$ cat config.mk
export PLATFORM = sky130hd
export DESIGN_NAME = mips_cpu_regfile_wb_arbiter
export DESIGN_NICKNAME = d
export VERILOG_FILES = /design/src/rtl/mips_cpu_regfile_wb_arbiter.sv
export SDC_FILE = /design/constraint.sdc
export NUM_CORES = 1
export LEC_CHECK = 0
export ABC_AREA = 1
export CAP_MARGIN = 10
export CORE_MARGIN = 10
export CORE_UTILIZATION = 63
export CTS_CLUSTER_DIAMETER = 30
export DETAILED_ROUTE_END_ITERATION = 7
export DONT_BUFFER_PORTS = 1
export GPL_TIMING_DRIVEN = 1
export PLACE_DENSITY = 0.83
export SYNTH_ARGS = -nofsm -noshare
export SYNTH_HDL_FRONTEND = slang
export SYNTH_SLANG_ARGS = --single-unit
$ cat constraint.sdc
create_clock -name clk -period 3.7 [get_ports clk]
set_clock_uncertainty 0.2 [all_clocks]
set_input_delay 0.37 -clock clk [delete_from_list [all_inputs] [get_ports clk]]
set_output_delay 0.37 -clock clk [all_outputs]
set_load 0.02 [all_outputs]
$ cat src/rtl/mips_cpu_regfile_wb_arbiter.sv
`default_nettype none
// ============================================================================
// Module   : mips_cpu_regfile_wb_arbiter
// Purpose  : Shares the single register-file write port between pipeline
//            writeback (port A, never stalled) and a buffered mul/div result
//            path (port B). Tracks outstanding B destinations in a pending
//            scoreboard and requests a pipeline hold when B results starve.
// Revision : 1.0 - initial release
// ============================================================================
module mips_cpu_regfile_wb_arbiter #(
    parameter int DEPTH        = 2,
    parameter int STARVE_LIMIT = 4
) (
    input  logic        clk,
    input  logic        reset,
    input  logic        a_valid,
    input  logic [4:0]  a_reg,
    input  logic [31:0] a_data,
    input  logic [5:0]  a_opcode,
    input  logic        b_valid,
    output logic        b_ready,
    input  logic [4:0]  b_reg,
    input  logic [31:0] b_data,
    input  logic        issue_valid,
    input  logic [4:0]  issue_reg,
    output logic        rf_regwrite,
    output logic [4:0]  rf_writereg,
    output logic [31:0] rf_writedata,
    output logic [5:0]  rf_opcode,
    output logic [31:0] pending,
    output logic        hold_req
);

    // Storage is always sized for the largest legal depth so that the 2-bit
    // pointers index it cleanly; only the first DEPTH entries are ever used.
    localparam int         c_MAX_DEPTH = 4;
    localparam logic [2:0] c_DEPTH     = 3'(DEPTH);
    localparam logic [1:0] c_LAST_PTR  = 2'(DEPTH - 1);
    localparam logic [3:0] c_LIMIT     = 4'(STARVE_LIMIT);
    localparam logic [3:0] c_WAIT_MAX  = 4'd15;

    logic [4:0]  r_buf_reg_q [c_MAX_DEPTH];
    logic [31:0] r_buf_dat_q [c_MAX_DEPTH];

    logic [1:0]  r_rd_ptr_q, w_rd_ptr_d;
    logic [1:0]  r_wr_ptr_q, w_wr_ptr_d;
    logic [2:0]  r_count_q,  w_count_d;
    logic [3:0]  r_wait_q,   w_wait_d;
    logic        r_hold_q,   w_hold_d;
    logic        r_popped_q, w_popped_d;
    logic        r_we_q,     w_we_d;
    logic [4:0]  r_wreg_q,   w_wreg_d;
    logic [31:0] r_wdat_q,   w_wdat_d;
    logic [5:0]  r_opc_q,    w_opc_d;
    logic [31:0] r_pend_q,   w_pend_d;

    logic        w_a_win;
    logic        w_not_empty;
    logic        w_pop;
    logic        w_push;
    logic [4:0]  w_head_reg;
    logic [31:0] w_head_dat;

    // Ready depends only on registered occupancy: a full buffer stays not-ready
    // even when it is being drained this cycle.
    assign b_ready      = (r_count_q < c_DEPTH) && !reset;
    assign rf_regwrite  = r_we_q;
    assign rf_writereg  = r_wreg_q;
    assign rf_writedata = r_wdat_q;
    assign rf_opcode    = r_opc_q;
    assign pending      = r_pend_q;
    assign hold_req     = r_hold_q;

    // Arbitration, FIFO bookkeeping, scoreboard and starvation tracking.
    always_comb begin
        w_a_win     = a_valid && (a_reg != 5'd0);
        w_not_empty = (r_count_q != 3'd0);
        w_pop       = !w_a_win && w_not_empty;
        w_push      = b_valid && b_ready && (b_reg != 5'd0);
        w_head_reg  = r_buf_reg_q[r_rd_ptr_q];
        w_head_dat  = r_buf_dat_q[r_rd_ptr_q];

        w_rd_ptr_d  = r_rd_ptr_q;
        w_wr_ptr_d  = r_wr_ptr_q;
        w_count_d   = r_count_q;
        w_we_d      = 1'b0;
        w_wreg_d    = r_wreg_q;
        w_wdat_d    = r_wdat_q;
        w_opc_d     = r_opc_q;
        w_pend_d    = r_pend_q;
        w_wait_d    = r_wait_q;
        w_popped_d  = w_pop;

        if (w_a_win) begin
            w_we_d   = 1'b1;
            w_wreg_d = a_reg;
            w_wdat_d = a_data;
            w_opc_d  = a_opcode;
        end else if (w_pop) begin
            // B results are full words, so the register file takes its
            // plain-store path.
            w_we_d             = 1'b1;
            w_wreg_d           = w_head_reg;
            w_wdat_d           = w_head_dat;
            w_opc_d            = 6'b000000;
            w_pend_d[w_head_reg] = 1'b0;
        end

        if (w_pop) begin
            w_rd_ptr_d = (r_rd_ptr_q == c_LAST_PTR) ? 2'd0 : r_rd_ptr_q + 2'd1;
        end
        if (w_push) begin
            w_wr_ptr_d = (r_wr_ptr_q == c_LAST_PTR) ? 2'd0 : r_wr_ptr_q + 2'd1;
        end
        case ({w_push, w_pop})
            2'b10:   w_count_d = r_count_q + 3'd1;
            2'b01:   w_count_d = r_count_q - 3'd1;
            default: w_count_d = r_count_q;
        endcase

        // A fresh issue must win over a retiring result to the same register.
        if (issue_valid && (issue_reg != 5'd0)) begin
            w_pend_d[issue_reg] = 1'b1;
        end

        if (w_pop || !w_not_empty) begin
            w_wait_d = 4'd0;
        end else if (r_wait_q != c_WAIT_MAX) begin
            w_wait_d = r_wait_q + 4'd1;
        end

        // Hold releases one edge after a pop; it is re-raised by the counter.
        w_hold_d = (r_hold_q && !r_popped_q) || (w_wait_d >= c_LIMIT);
    end

    // Result buffer storage; contents need no reset because occupancy gates use.
    always_ff @(posedge clk) begin
        if (w_push) begin
            r_buf_reg_q[r_wr_ptr_q] <= b_reg;
            r_buf_dat_q[r_wr_ptr_q] <= b_data;
        end
    end

    // Control and output registers with asynchronous reset.
    always_ff @(posedge clk or posedge reset) begin
        if (reset) begin
            r_rd_ptr_q <= 2'd0;
            r_wr_ptr_q <= 2'd0;
            r_count_q  <= 3'd0;
            r_wait_q   <= 4'd0;
            r_hold_q   <= 1'b0;
            r_popped_q <= 1'b0;
            r_we_q     <= 1'b0;
            r_wreg_q   <= 5'd0;
            r_wdat_q   <= 32'd0;
            r_opc_q    <= 6'd0;
            r_pend_q   <= 32'd0;
        end else begin
            r_rd_ptr_q <= w_rd_ptr_d;
            r_wr_ptr_q <= w_wr_ptr_d;
            r_count_q  <= w_count_d;
            r_wait_q   <= w_wait_d;
            r_hold_q   <= w_hold_d;
            r_popped_q <= w_popped_d;
            r_we_q     <= w_we_d;
            r_wreg_q   <= w_wreg_d;
            r_wdat_q   <= w_wdat_d;
            r_opc_q    <= w_opc_d;
            r_pend_q   <= w_pend_d;
        end
    end

endmodule
`default_nettype wire

==> run metrics <==
Worst Path Buf+Inv=3; leading area contributor after synthesis=edfxtp_1; Final Max Slew Viols=0; CP max stage cell=dlygate4sd3_1; std cell rows=45; CORE AREA=15200 µm²; Worst Hold Launch=issue_reg[3]; CP Capture Point=rf_writereg[2]; die height=145 µm; sequential area share after synthesis=0.682; synthesis warning total=0; CTS Buffer Depth=3; synth top area cells=edfxtp_1 (45%), dfrtp_1 (23%), nand2_1 (17%), nand3_1 (4.0%), o21ai_1 (2.0%); Critical Path End Type=flip-flop; Final Cycle Share=0.842; status=complete, no violations; DRC viols=0; die area=20900 µm²; Via-to-Cell Ratio=5.82; crit-path most repeated cell=nand2_1; LEAKAGE=5.10 nW; Hold Buf Count CTS=91; min-delay worst type=in2reg; share of layout cells above drive strength 1=0.101; FF-to-FF setup slack=0.58 ns; Crit Reg-Reg Startpoint=r_count_q[2]; wire per inst=20.4 µm; synthesized area per cell=10.2 µm²; Syn Nets=1052; Mapped Area=9780 µm²; sequential fraction of design power=0.434; Crit path required time=3.94 ns; CP top delay family=buffers and inverters; Post-DRT Antenna Nets=0; Data arrival, critical path=3.36 ns; CP Max Fanout=47; VDD IR-drop max=0.649 mV; setup TNS=0 ns; vias in the first global route=7551; worst-margin pin slew=1.18 ns; total power=9.62 mW; FILL cells=794; post-layout net count=1161; post-route core utilization=0.809; clock latency on the worst-skew pair=0.52 ns; largest net degree at the start of global routing=67; Final Hold Fails=0; Num Clock Sinks=237; post-DP HPWL=14700 µm; internal power=6.27 mW; Slew HR=0.206; final WL=26400 µm; H-tree levels=2; worst setup path category=reg2reg; Ports=168; Initial Utilization=0.643; Post-CTS Setup Inserts=0; Net Sw Frac=0.349; Yosys reg bits=237; Max-Cap Viols=0; clock slew seen by the registers of the worst setup and hold paths=0.05 ns; Area Growth Syn to Fin=25.7%; post-CTS sizing=0; vias=7516; first-pass GRT wire length=40900 µm; initial DRC count=685; crit path launch type=flip-flop; CTS tree=done; # port buffers=0; routability congestion estimate=0.859; critical path depth=7; post-route minimum period=3.12 ns; Sw Pwr=3.35 mW; setup violators final=0; clock power share=0.384; CP Cell Sequence=nor3_2 -> nand2_1 -> inv_2 -> buf_12 -> nand2_1 -> o211ai_1 -> dlygate4sd3_1; Comb pwr share=0.183; initial antenna violation count=4; P per Cell Area=783 nW/µm²; Tot GR Track Use=0.253; overflow left after global routing=0; reg2reg end=rf_writereg[2]; Synth top area share=0.454; Pre-antenna DRT Iters=5; fmax=0.321 GHz; unrepaired setup endpoints after global routing=false; Netlist cell types=30; worst reg-to-reg path cell count=7; Cells after Synth=959; Root Buffer=clkbuf_16; Crit. Startpoint=r_count_q[2]; total CTS buffers=39; Die X=145 µm; Max stage delay on crit path=0.56 ns
power by group through the flow:
stage / sequential, mW / clock [mW] / combinational (mW)
2_1_floorplan: 4.03 / 0 / 1.25
3_3_place_gp: 4.20 / 0 / 1.51
3_5_place_dp: 4.20 / 0 / 1.57
4_1_cts: 4.17 / 3.70 / 1.71
5_1_grt: 4.23 / 3.86 / 1.98
6_report: 4.17 / 3.69 / 1.76
synthesized netlist by cell type (all sizes together):
master and count:
o21ai 46, a21boi 1, a211oi 1, clkinv 1, clkbuf 6, nand2 456
buf 32, xnor2 3, nand3b 1, a21oi 3, edfxtp 148, xor2 1
nor3 14, or2 2, fa 1, nand3 79, and2 1, ha 2
nor2 23, inv 32, o211ai 17, dfrtp 89
kinds of logic after synthesis:
group,synth area share
AND/OR/NAND/NOR,0.238
flip-flops,0.682
buffers and inverters,0.0319
AO/OA/AOI/OAI,0.0397
XOR/XNOR,0.00358
adder cells (fa/ha/maj),0.00461
routing by layer:
| metal | wire [µm] | share of wire | vias up | global-route usage |
|---|---|---|---|---|
| li1 | - | - | 3417 | - |
| met1 | 9380 | 0.36 | 3578 | 0.288 |
| met2 | 13400 | 0.51 | 451 | 0.437 |
| met3 | 2900 | 0.11 | 70 | 0.0741 |
| met4 | 719 | 0.027 | 0 | 0.103 |
| met5 | 0 | 0 | - | 0 |
worst min path at each step:
| stage | cells past startpoint | slack (ns) | to |
|---|---|---|---|
| after global routing | 5 | 0.03 | pending[1] |
| after CTS | 5 | 0.01 | pending[1] |
| after detailed placement | 1 | 0.16 | rf_writedata[13] |
| after floorplan | 1 | 0.22 | hold_req |
| final | 5 | 0.03 | pending[1] |
| after global placement | 1 | 0.16 | rf_regwrite |
stage by stage:
step | hold slack (ns) | instances | worst slack (ns) | area (µm²)
2_1_floorplan | 0.220 | 959 | 0.0168 | 9780
3_3_place_gp | 0.157 | 1124 | 1.09 | 10000
3_5_place_dp | 0.159 | 1124 | 1.11 | 10000
4_1_cts | 0.0108 | 1287 | 0.668 | 12300
5_1_grt | 0.0315 | 1291 | 0.419 | 12300
6_report | 0.0295 | 1291 | 0.585 | 12300
cells in the final DEF (no fill, tap or decap), types with 5 or more instances in the layout:
master           n
inv_6            7
o21ai_1         39
edfxtp_1       148
clkinv_2         5
nand2_1        453
o211ai_1        17
dlygate4sd3_1   91
bufinv_16        6
inv_2            6
nor2_1           7
clkbuf_16       39
buf_4           11
nor2_2          12
nor3_1          13
nand3_1         79
clkinv_4         7
inv_1           25
o21ai_0          7
dfrtp_1         87
cell type report:
class	instances	area (µm²)	area share
clock inverter	29	354	0.0288
tap	188	235	0.0191
sequential	237	6670	0.543
inverter	33	126	0.0103
clock buffer	43	991	0.0806
timing repair buffer	106	1070	0.0873
multi-input combinational	651	2830	0.230
antenna	4	10.0	0.000814
sequential cells by signal (all words and copies together) (netlist names):
name	flops
r_wait_q	4
r_buf_reg_q	20
r_wr_ptr_q	2
r_popped_q	1
rf_writereg	5
pending	32
r_buf_dat_q	128
r_count_q	3
rf_writedata	32
rf_opcode	6
r_rd_ptr_q	2
rf_regwrite	1
hold_req	1
worst min-delay path, cell delays in order:
cell	delay, ns
inv_1	0.06
nand3_1	0.09
inv_1	0.06
nand2_1	0.06
nand2_1	0.05
Power figures use the tool's default switching activity.
